===== config.mk =====
export PLATFORM = sky130hd
export DESIGN_NAME = ahb_default_slave
export DESIGN_NICKNAME = d
export VERILOG_FILES = /design/src/rtl/ahb_default_slave.sv
export SDC_FILE = /design/constraint.sdc
export NUM_CORES = 1
export LEC_CHECK = 0
export ABC_AREA = 1
export CAP_MARGIN = 20
export CORE_UTILIZATION = 23
export CTS_CLUSTER_DIAMETER = 40
export DETAILED_ROUTE_END_ITERATION = 10
export PLACE_DENSITY = 0.83
export SLEW_MARGIN = 10
export SYNTH_ARGS = -nofsm -noshare
export SYNTH_HDL_FRONTEND = slang
export SYNTH_SLANG_ARGS = --single-unit

===== constraint.sdc =====
create_clock -name hclk -period 0.96 [get_ports hclk]
set_input_delay 0.096 -clock hclk [delete_from_list [all_inputs] [get_ports hclk]]
set_output_delay 0.096 -clock hclk [all_outputs]
set_load 0.02 [all_outputs]

===== src/rtl/ahb_default_slave.sv =====
// AHB default slave: answers unmapped NONSEQ/SEQ transfers with the two-cycle ERROR response.
// Optional debug capture of the first failing transfer is built when AHB_DEFSLV_ERR_LOG_EN is defined.

package AHB_package;
  typedef enum logic [1:0] {
    TRANS_IDLE   = 2'b00,
    TRANS_BUSY   = 2'b01,
    TRANS_NONSEQ = 2'b10,
    TRANS_SEQ    = 2'b11
  } htrans_type;
endpackage

module ahb_default_slave
  import AHB_package::*;
#(
  parameter int AHB_ADDR_WIDTH = 32,
  parameter int AHB_DATA_WIDTH = 32,
  parameter int ERR_CNT_WIDTH  = 8
) (
  input  logic                      hclk,
  input  logic                      hreset,
  input  logic                      hsel,
  input  logic [AHB_ADDR_WIDTH-1:0] haddr,
  input  htrans_type                htrans,
  input  logic                      hwrite,
  input  logic                      hready,
  output logic                      hreadyout,
  output logic [1:0]                hresp,
  output logic [AHB_DATA_WIDTH-1:0] hrdata,
  input  logic                      err_clr,
  output logic                      err_valid,
  output logic [AHB_ADDR_WIDTH-1:0] err_addr,
  output logic                      err_write,
  output logic [ERR_CNT_WIDTH-1:0]  err_count
);

  localparam logic [1:0] RESP_OKAY  = 2'b00;
  localparam logic [1:0] RESP_ERROR = 2'b01;

  typedef enum logic [1:0] {ST_IDLE, ST_ERR1, ST_ERR2} state_t;

  state_t     state_q, state_d;
  logic       accept;
  logic       hreadyout_q, hreadyout_d;
  logic [1:0] hresp_q, hresp_d;

  // The state register samples accept at the address-phase edge, so the data phase
  // that follows is already ST_ERR1; outputs are registered from the next state.
  always_comb begin
    accept  = hsel && hready && (htrans == TRANS_NONSEQ || htrans == TRANS_SEQ);
    state_d = state_q;
    case (state_q)
      ST_IDLE: if (accept) state_d = ST_ERR1;
      ST_ERR1: state_d = ST_ERR2;
      ST_ERR2: state_d = accept ? ST_ERR1 : ST_IDLE;
      default: state_d = ST_IDLE;
    endcase
    hreadyout_d = (state_d != ST_ERR1);
    hresp_d     = (state_d == ST_IDLE) ? RESP_OKAY : RESP_ERROR;
  end

  always_ff @(posedge hclk) begin
    if (hreset) begin
      state_q     <= ST_IDLE;
      hreadyout_q <= 1'b1;
      hresp_q     <= RESP_OKAY;
    end else begin
      state_q     <= state_d;
      hreadyout_q <= hreadyout_d;
      hresp_q     <= hresp_d;
    end
  end

  assign hreadyout = hreadyout_q;
  assign hresp     = hresp_q;
  assign hrdata    = '0;

`ifdef AHB_DEFSLV_ERR_LOG_EN
  logic                      err_valid_q, err_valid_d;
  logic [AHB_ADDR_WIDTH-1:0] err_addr_q, err_addr_d;
  logic                      err_write_q, err_write_d;
  logic [ERR_CNT_WIDTH-1:0]  err_count_q, err_count_d;

  function automatic logic [ERR_CNT_WIDTH-1:0] sat_inc(input logic [ERR_CNT_WIDTH-1:0] v);
    return (&v) ? v : v + 1'b1;
  endfunction

  // err_clr is applied before the capture so a coinciding error starts a fresh log.
  always_comb begin
    err_valid_d = err_clr ? 1'b0 : err_valid_q;
    err_addr_d  = err_clr ? '0   : err_addr_q;
    err_write_d = err_clr ? 1'b0 : err_write_q;
    err_count_d = err_clr ? '0   : err_count_q;
    if (accept) begin
      if (!err_valid_d) begin
        err_valid_d = 1'b1;
        err_addr_d  = haddr;
        err_write_d = hwrite;
      end
      err_count_d = sat_inc(err_count_d);
    end
  end

  always_ff @(posedge hclk) begin
    if (hreset) begin
      err_valid_q <= 1'b0;
      err_addr_q  <= '0;
      err_write_q <= 1'b0;
      err_count_q <= '0;
    end else begin
      err_valid_q <= err_valid_d;
      err_addr_q  <= err_addr_d;
      err_write_q <= err_write_d;
      err_count_q <= err_count_d;
    end
  end

  assign err_valid = err_valid_q;
  assign err_addr  = err_addr_q;
  assign err_write = err_write_q;
  assign err_count = err_count_q;
`else
  logic unused_log_inputs;
  assign unused_log_inputs = ^{err_clr, haddr, hwrite};

  assign err_valid = 1'b0;
  assign err_addr  = '0;
  assign err_write = 1'b0;
  assign err_count = '0;
`endif

endmodule


==> results of run 1 <==
## placed cells by master (no fill, tap or decap)
master           instances
clkbuf_4                 3
conb_1                  75
clkdlybuf4s50_1          4
nor2_1                   3
clkdlybuf4s15_1          2
dfxtp_1                  4
nand2_1                  4
inv_1                    5
## worst max-delay path by stage
| stage | from | end | slack, ps | depth (start not counted) |
|---|---|---|---|---|
| floorplan | state_q[0] | hresp[0] | 390 | 4 |
| global placement | hresp[0] | hresp[0] | -6 | 1 |
| detailed placement | hreadyout | hreadyout | -10 | 1 |
| CTS | hreadyout | hreadyout | 4 | 1 |
| global route | hreadyout | hreadyout | 3 | 1 |
| finish | hreadyout | hreadyout | 50 | 1 |
## state kept, by name (all words and copies together), names as in the netlist
signal and count:
hreadyout 1, state_q 2, hresp 1
## tightest hold or removal path, delay by kind of cell
kind | cells | cell delay [ps]
buf+inv | 2 | 440
simple gates | 2 | 120
## logic make-up after synthesis
family                 Yosys count  share of synthesized area, %
buffers and inverters           80                          84.1
AND/OR/NAND/NOR                  7                          3.80
flip-flops                       4                          11.6
other                            1                         0.542
## synth_stat cells
cell and count:
conb_1 1, buf_4 75, inv_1 5, nor2_1 3, dfxtp_1 4, nand2_1 4
## metrics by stage
stage               area, µm²  instances  setup TNS, ps  worst slack [ps]  total power [mW]
finish                    528        131              0              45.9             0.667
global route              528        131              0              3.05             0.716
CTS                       526        131              0              4.11             0.675
detailed placement        505        128          -24.8             -12.7             0.463
global placement          505        128          -11.3             -5.75             0.462
floorplan                 970        166              0               385             0.675
## power by group through the flow
stage | Sequential [mW] | Combinational, mW | Clock (mW)
final | 0.173 | 0.292 | 0.202
after global routing | 0.173 | 0.309 | 0.233
after CTS | 0.173 | 0.285 | 0.216
after detailed placement | 0.176 | 0.287 | 0
after global placement | 0.176 | 0.286 | 0
after floorplan | 0.179 | 0.495 | 0
## routing by layer
metal	routed length, µm	global-route usage (%)	part of all wire, %	up-vias
met2	286	3.74	55	46
met3	140	1.61	27	0
li1	-	-	-	136
met5	0	0	0	-
met1	89	0.830	17	125
met4	0	6.27	0	0
## area by class of cell
type,instances,area [µm²]
flip-flops and latches,4,80.1
well taps,31,38.8
multi-input cells,82,308
clock buffers,3,22.5
fillers,314,2280
inverters,5,18.8
repair buffers,6,60.1
## timing repair
action / 4_1_cts / 5_1_grt
setup endpoints to repair: 2 / 2
resized for setup: 2 / 2
cloned: 0 / 0
==> flow_summary.ini, run 1 <==
[run_status]
status = finished with violations
violations = DRC

[finish]
area_growth_pct = -23.7
nets = 142
final_layout_size_suffix_gt1_share_pct = 3.00
fin_util_pct = 18.8
num_antenna_cells = 0

[pwr]
combinationalPowerShare_pct = 43.8
power.density_nw_per_um2 = 1260
p_int_mw = 0.332
swShare_pct = 50.3
leakage_nw = 0.365
clockPowerShare_pct = 30.3
p_seq_share_pct = 26.0
p_switching_mw = 0.336
irDropWorstVdd_v = 0.000213

[floorplanning]
rows = 19
initial_core_util_pct = 24.7
die_h_um = 56.9
core_area_um2 = 2810
fp.dieW_um = 56.9
die-area_um2 = 3230
ios = 117

[yosys]
ys_ff_latch = 4
synth_top_area_share_pct = 81.4
syn_area_per_cell_um2 = 7.52
synth_top_cell_by_area = buf_4
yosysWarningCount = 0
ys_seq_area_share_pct = 11.6
synth_area_um2 = 692
yosysUniqueCellTypes = 6
syn_inst = 92
netlist_top_cells_area = buf_4 81%, dfxtp_1 12%, inv_1 2.7%

[global_routing]
grt_pass1_vias = 149
grt_max_degree = 4
antenna_found_initial = 0
grt_overflow = 0
grtUsageTotal_pct = 2.54
grt_pass1_wl_um = 489

[critical_path]
worst-setup-path-type = reg2out
required_ps = 860
path_cells = clkdlybuf4s15_1
worstSetupStartpointType = register
path_buf_inv = 1
critPathMaxFanout = 1
worstRegToRegCells = 3
r2r_start = state_q[0]
critPathTopFamily = flip-flops
reg2reg_slack_ps = 330
critPathSlowestCell = dfxtp_1
rr_endpoint = hresp[0]
endpoint_kind = output port
slowest_delay_ps = 300
worstPathArrival_ps = 820

[flow_run]
max_cap_viol_count = 0

[timing]
fin_crit_ps = 914
fin_skew_ps = 3.77
setup_viol = 0
hold_viol = 0
fin_crit_sh_pct = 95.2
maxSlewViolCount = 0
fmaxAchievable_mhz = 1090
hold_slack_ps = 468
grt_setup_unrepaired = no

[clock_tree]
cts_buffers = 3
clkLatencyLatePin_ps = 230
path_clk_slew_ps = 40
cts.sinks = 4
tritoncts = done
cts_root_buf = clkbuf_4
clk_path_buf_depth = 2
hold_buffers = 0
cts_setup_buffers = 0
htreeDepth = 1

[placed_design]
gp_congestion = 0.623
dp_hpwl_um = 472
io_buffers = 6

[route]
vias = 307
ant_nets = 0
first_iter_violations = 22
first_pass_iters = 8
via_per_inst = 2.34
drc_errors = 16
routed_wl_um = 517
routedWlPerCell_um = 3.95

[min_path]
min_from = htrans[1]
hp-class = in2reg
whs_endpoint = hreadyout
whs_path_depth = 4
Power figures use the tool's default switching activity.
==> inputs of run 2 (changes only) <==
--- a/config.mk
+++ b/config.mk
@@ -7,10 +7,11 @@
 export LEC_CHECK = 0
 export ABC_AREA = 1
 export CAP_MARGIN = 20
-export CORE_UTILIZATION = 23
+export CORE_UTILIZATION = 21
 export CTS_CLUSTER_DIAMETER = 40
+export CTS_CLUSTER_SIZE = 14
 export DETAILED_ROUTE_END_ITERATION = 10
-export PLACE_DENSITY = 0.83
+export PLACE_DENSITY = 0.77
 export SLEW_MARGIN = 10
 export SYNTH_ARGS = -nofsm -noshare
 export SYNTH_HDL_FRONTEND = slang
==> constraint.sdc (replaced) <==
create_clock -name hclk -period 1 [get_ports hclk]
set_input_delay 0.1 -clock hclk [delete_from_list [all_inputs] [get_ports hclk]]
set_output_delay 0.1 -clock hclk [all_outputs]
set_load 0.02 [all_outputs]
==> flow_summary.ini, run 2 (synthesized netlist as in run 1, its figures left out) <==
[run_status]
status = complete, no violations

[timing]
fin_crit_sh_pct = 94.2
fin_skew_ps = 0.0719
maxSlewViolCount = 0
grt_setup_unrepaired = no
fmaxAchievable_mhz = 1060
tns_ps = 0
fin_crit_ps = 942
hold_viol = 0
setup_viol = 0

[critical_path]
rr_endpoint = hresp[0]
r2r_start = state_q[0]
reg2reg_slack_ps = 390
worst-setup-path-type = reg2out
path_buf_inv = 1
path_cells = dlygate4sd2_1
crit_cells = 1
worstRegToRegCells = 3
required_ps = 900
critPathMaxFanout = 1
worstSetupStartpointType = register
endpoint_kind = output port
worstPathArrival_ps = 840
critPathSlowestCell = dlygate4sd2_1
slowest_delay_ps = 320
critPathTopFamily = buffers and inverters

[pwr]
p_seq_share_pct = 25.8
combinationalPowerShare_pct = 43.4
power.density_nw_per_um2 = 1190
irDropWorstVdd_v = 0.000167
clockPowerShare_pct = 30.8
p_switching_mw = 0.326
leakage_nw = 0.363
p_int_mw = 0.318
swShare_pct = 50.6

[route]
wl_met2_um = 238
via_per_inst = 2.09
topRoutingLayerUsed = met4
routed_wl_um = 505
routedWlPerCell_um = 3.51
first_iter_violations = 5
wl_met1_um = 130
ant_nets = 0
first_pass_iters = 3
vias = 301
drc_errors = 0
routed-wl-met3_um = 121

[global_routing]
grt_overflow = 0
grt_pass1_vias = 130
grt_pass1_wl_um = 462
grt_max_degree = 4
grtUsageTotal_pct = 2.04
antenna_found_initial = 0

[min_path]
whs_endpoint = hreadyout
hp-class = in2reg
min_from = htrans[1]
whs_path_depth = 4

[clock_tree]
cts_buffers = 3
cts.sinks = 4
clkLatencyLatePin_ps = 230
cts_root_buf = clkbuf_4
htreeDepth = 1
path_clk_slew_ps = 40
clk_path_buf_depth = 2
hold_buffers = 0
tritoncts = done

[floorplanning]
initial_core_util_pct = 22.5
fp.dieW_um = 59.4
ios = 117
core_area_um2 = 3080
die_h_um = 59.4
rows = 20
die-area_um2 = 3530

[placed_design]
place_area_um2 = 522
gp_congestion = 0.529
dp_hpwl_um = 436
io_buffers = 6

[finish]
largest-register = state_q
fin_area_um2 = 543
area_growth_pct = -21.5
num_antenna_cells = 0
fillCellCount = 351
largest_reg_flops = 2
layout_commonest_cell = conb_1
nets = 142
layout_common_cells = 75 x conb_1, 5 x inv_1, 4 x nand2_1, 4 x dfxtp_1, 4 x clkdlybuf4s50_1
final_layout_size_suffix_gt1_share_pct = 3.00

[flow_run]
max_cap_viol_count = 0
run 2: cell types whose count changed in the layout (fill, tap and decap cells not counted):
cell and change:
dlygate4sd2_1 +1, clkdlybuf4s15_1 -1
run 2: worst max-delay path by stage:
stage,startpoint,end,slack [ps]
after floorplan,state_q[0],hresp[0],430
after global placement,hresp[0],hresp[0],30
after detailed placement,hreadyout,hreadyout,30
after CTS,hreadyout,hreadyout,50
after global routing,hresp[0],hresp[0],20
final,hreadyout,hreadyout,60
run 2: cell type report:
class	instances	area (µm²)	share of cell area [%]
Multi-Input combinational cell	82	308	56.7
Sequential cell	4	80.1	14.7
Timing Repair Buffer	6	58.8	10.8
Tap cell	44	55.1	10.1
Clock buffer	3	22.5	4.15
Inverter	5	18.8	3.46
run 2: timing repair:
item                                    CTS  global route
cloned                                    0             0
endpoints found under the setup margin    2             1
pin swaps                                 0             0
resized for setup                         2             1
setup buffers                             0             0
run 2: metal layers:
layer / global-route usage (%) / vias to the layer above
met5: 0 / -
met4: 3.06 / 0
met3: 1.31 / 2
met2: 3.05 / 48
met1: 1.44 / 115
li1: - / 136
run 2: worst register-to-register path: cells and delay by family (launching register included):
| kind | cells | cell delay [ps] |
|---|---|---|
| simple gates | 3 | 180 |
| flops | 1 | 320 |
run 2: power by group through the flow:
stage,Sequential [mW],Combinational (mW),Clock [mW]
after floorplan,0.172,0.476,0
after CTS,0.166,0.274,0.212
after global routing,0.166,0.300,0.229
after detailed placement,0.169,0.275,0
final,0.166,0.280,0.199
after global placement,0.169,0.275,0
run 2: stage by stage:
stage / hold WS [ps] / cells / power (mW) / setup slack (ps) / util (%)
2_1_floorplan: 236 / 166 / 0.648 / 425 / -
3_3_place_gp: 472 / 141 / 0.444 / 27.9 / 17.0
3_5_place_dp: 481 / 141 / 0.443 / 29.3 / 17.0
4_1_cts: 471 / 144 / 0.651 / 46.5 / 17.6
5_1_grt: 495 / 144 / 0.696 / 22.2 / 17.6
6_report: 474 / 144 / 0.645 / 58.4 / 17.6
==> inputs of run 3 (changes only) <==
--- a/config.mk
+++ b/config.mk
@@ -12,7 +12,6 @@
 export CTS_CLUSTER_SIZE = 14
 export DETAILED_ROUTE_END_ITERATION = 10
 export PLACE_DENSITY = 0.77
-export SLEW_MARGIN = 10
 export SYNTH_ARGS = -nofsm -noshare
 export SYNTH_HDL_FRONTEND = slang
 export SYNTH_SLANG_ARGS = --single-unit
==> results of run 3 <==
Final layout, timing and power as in run 2 (identical DEF).
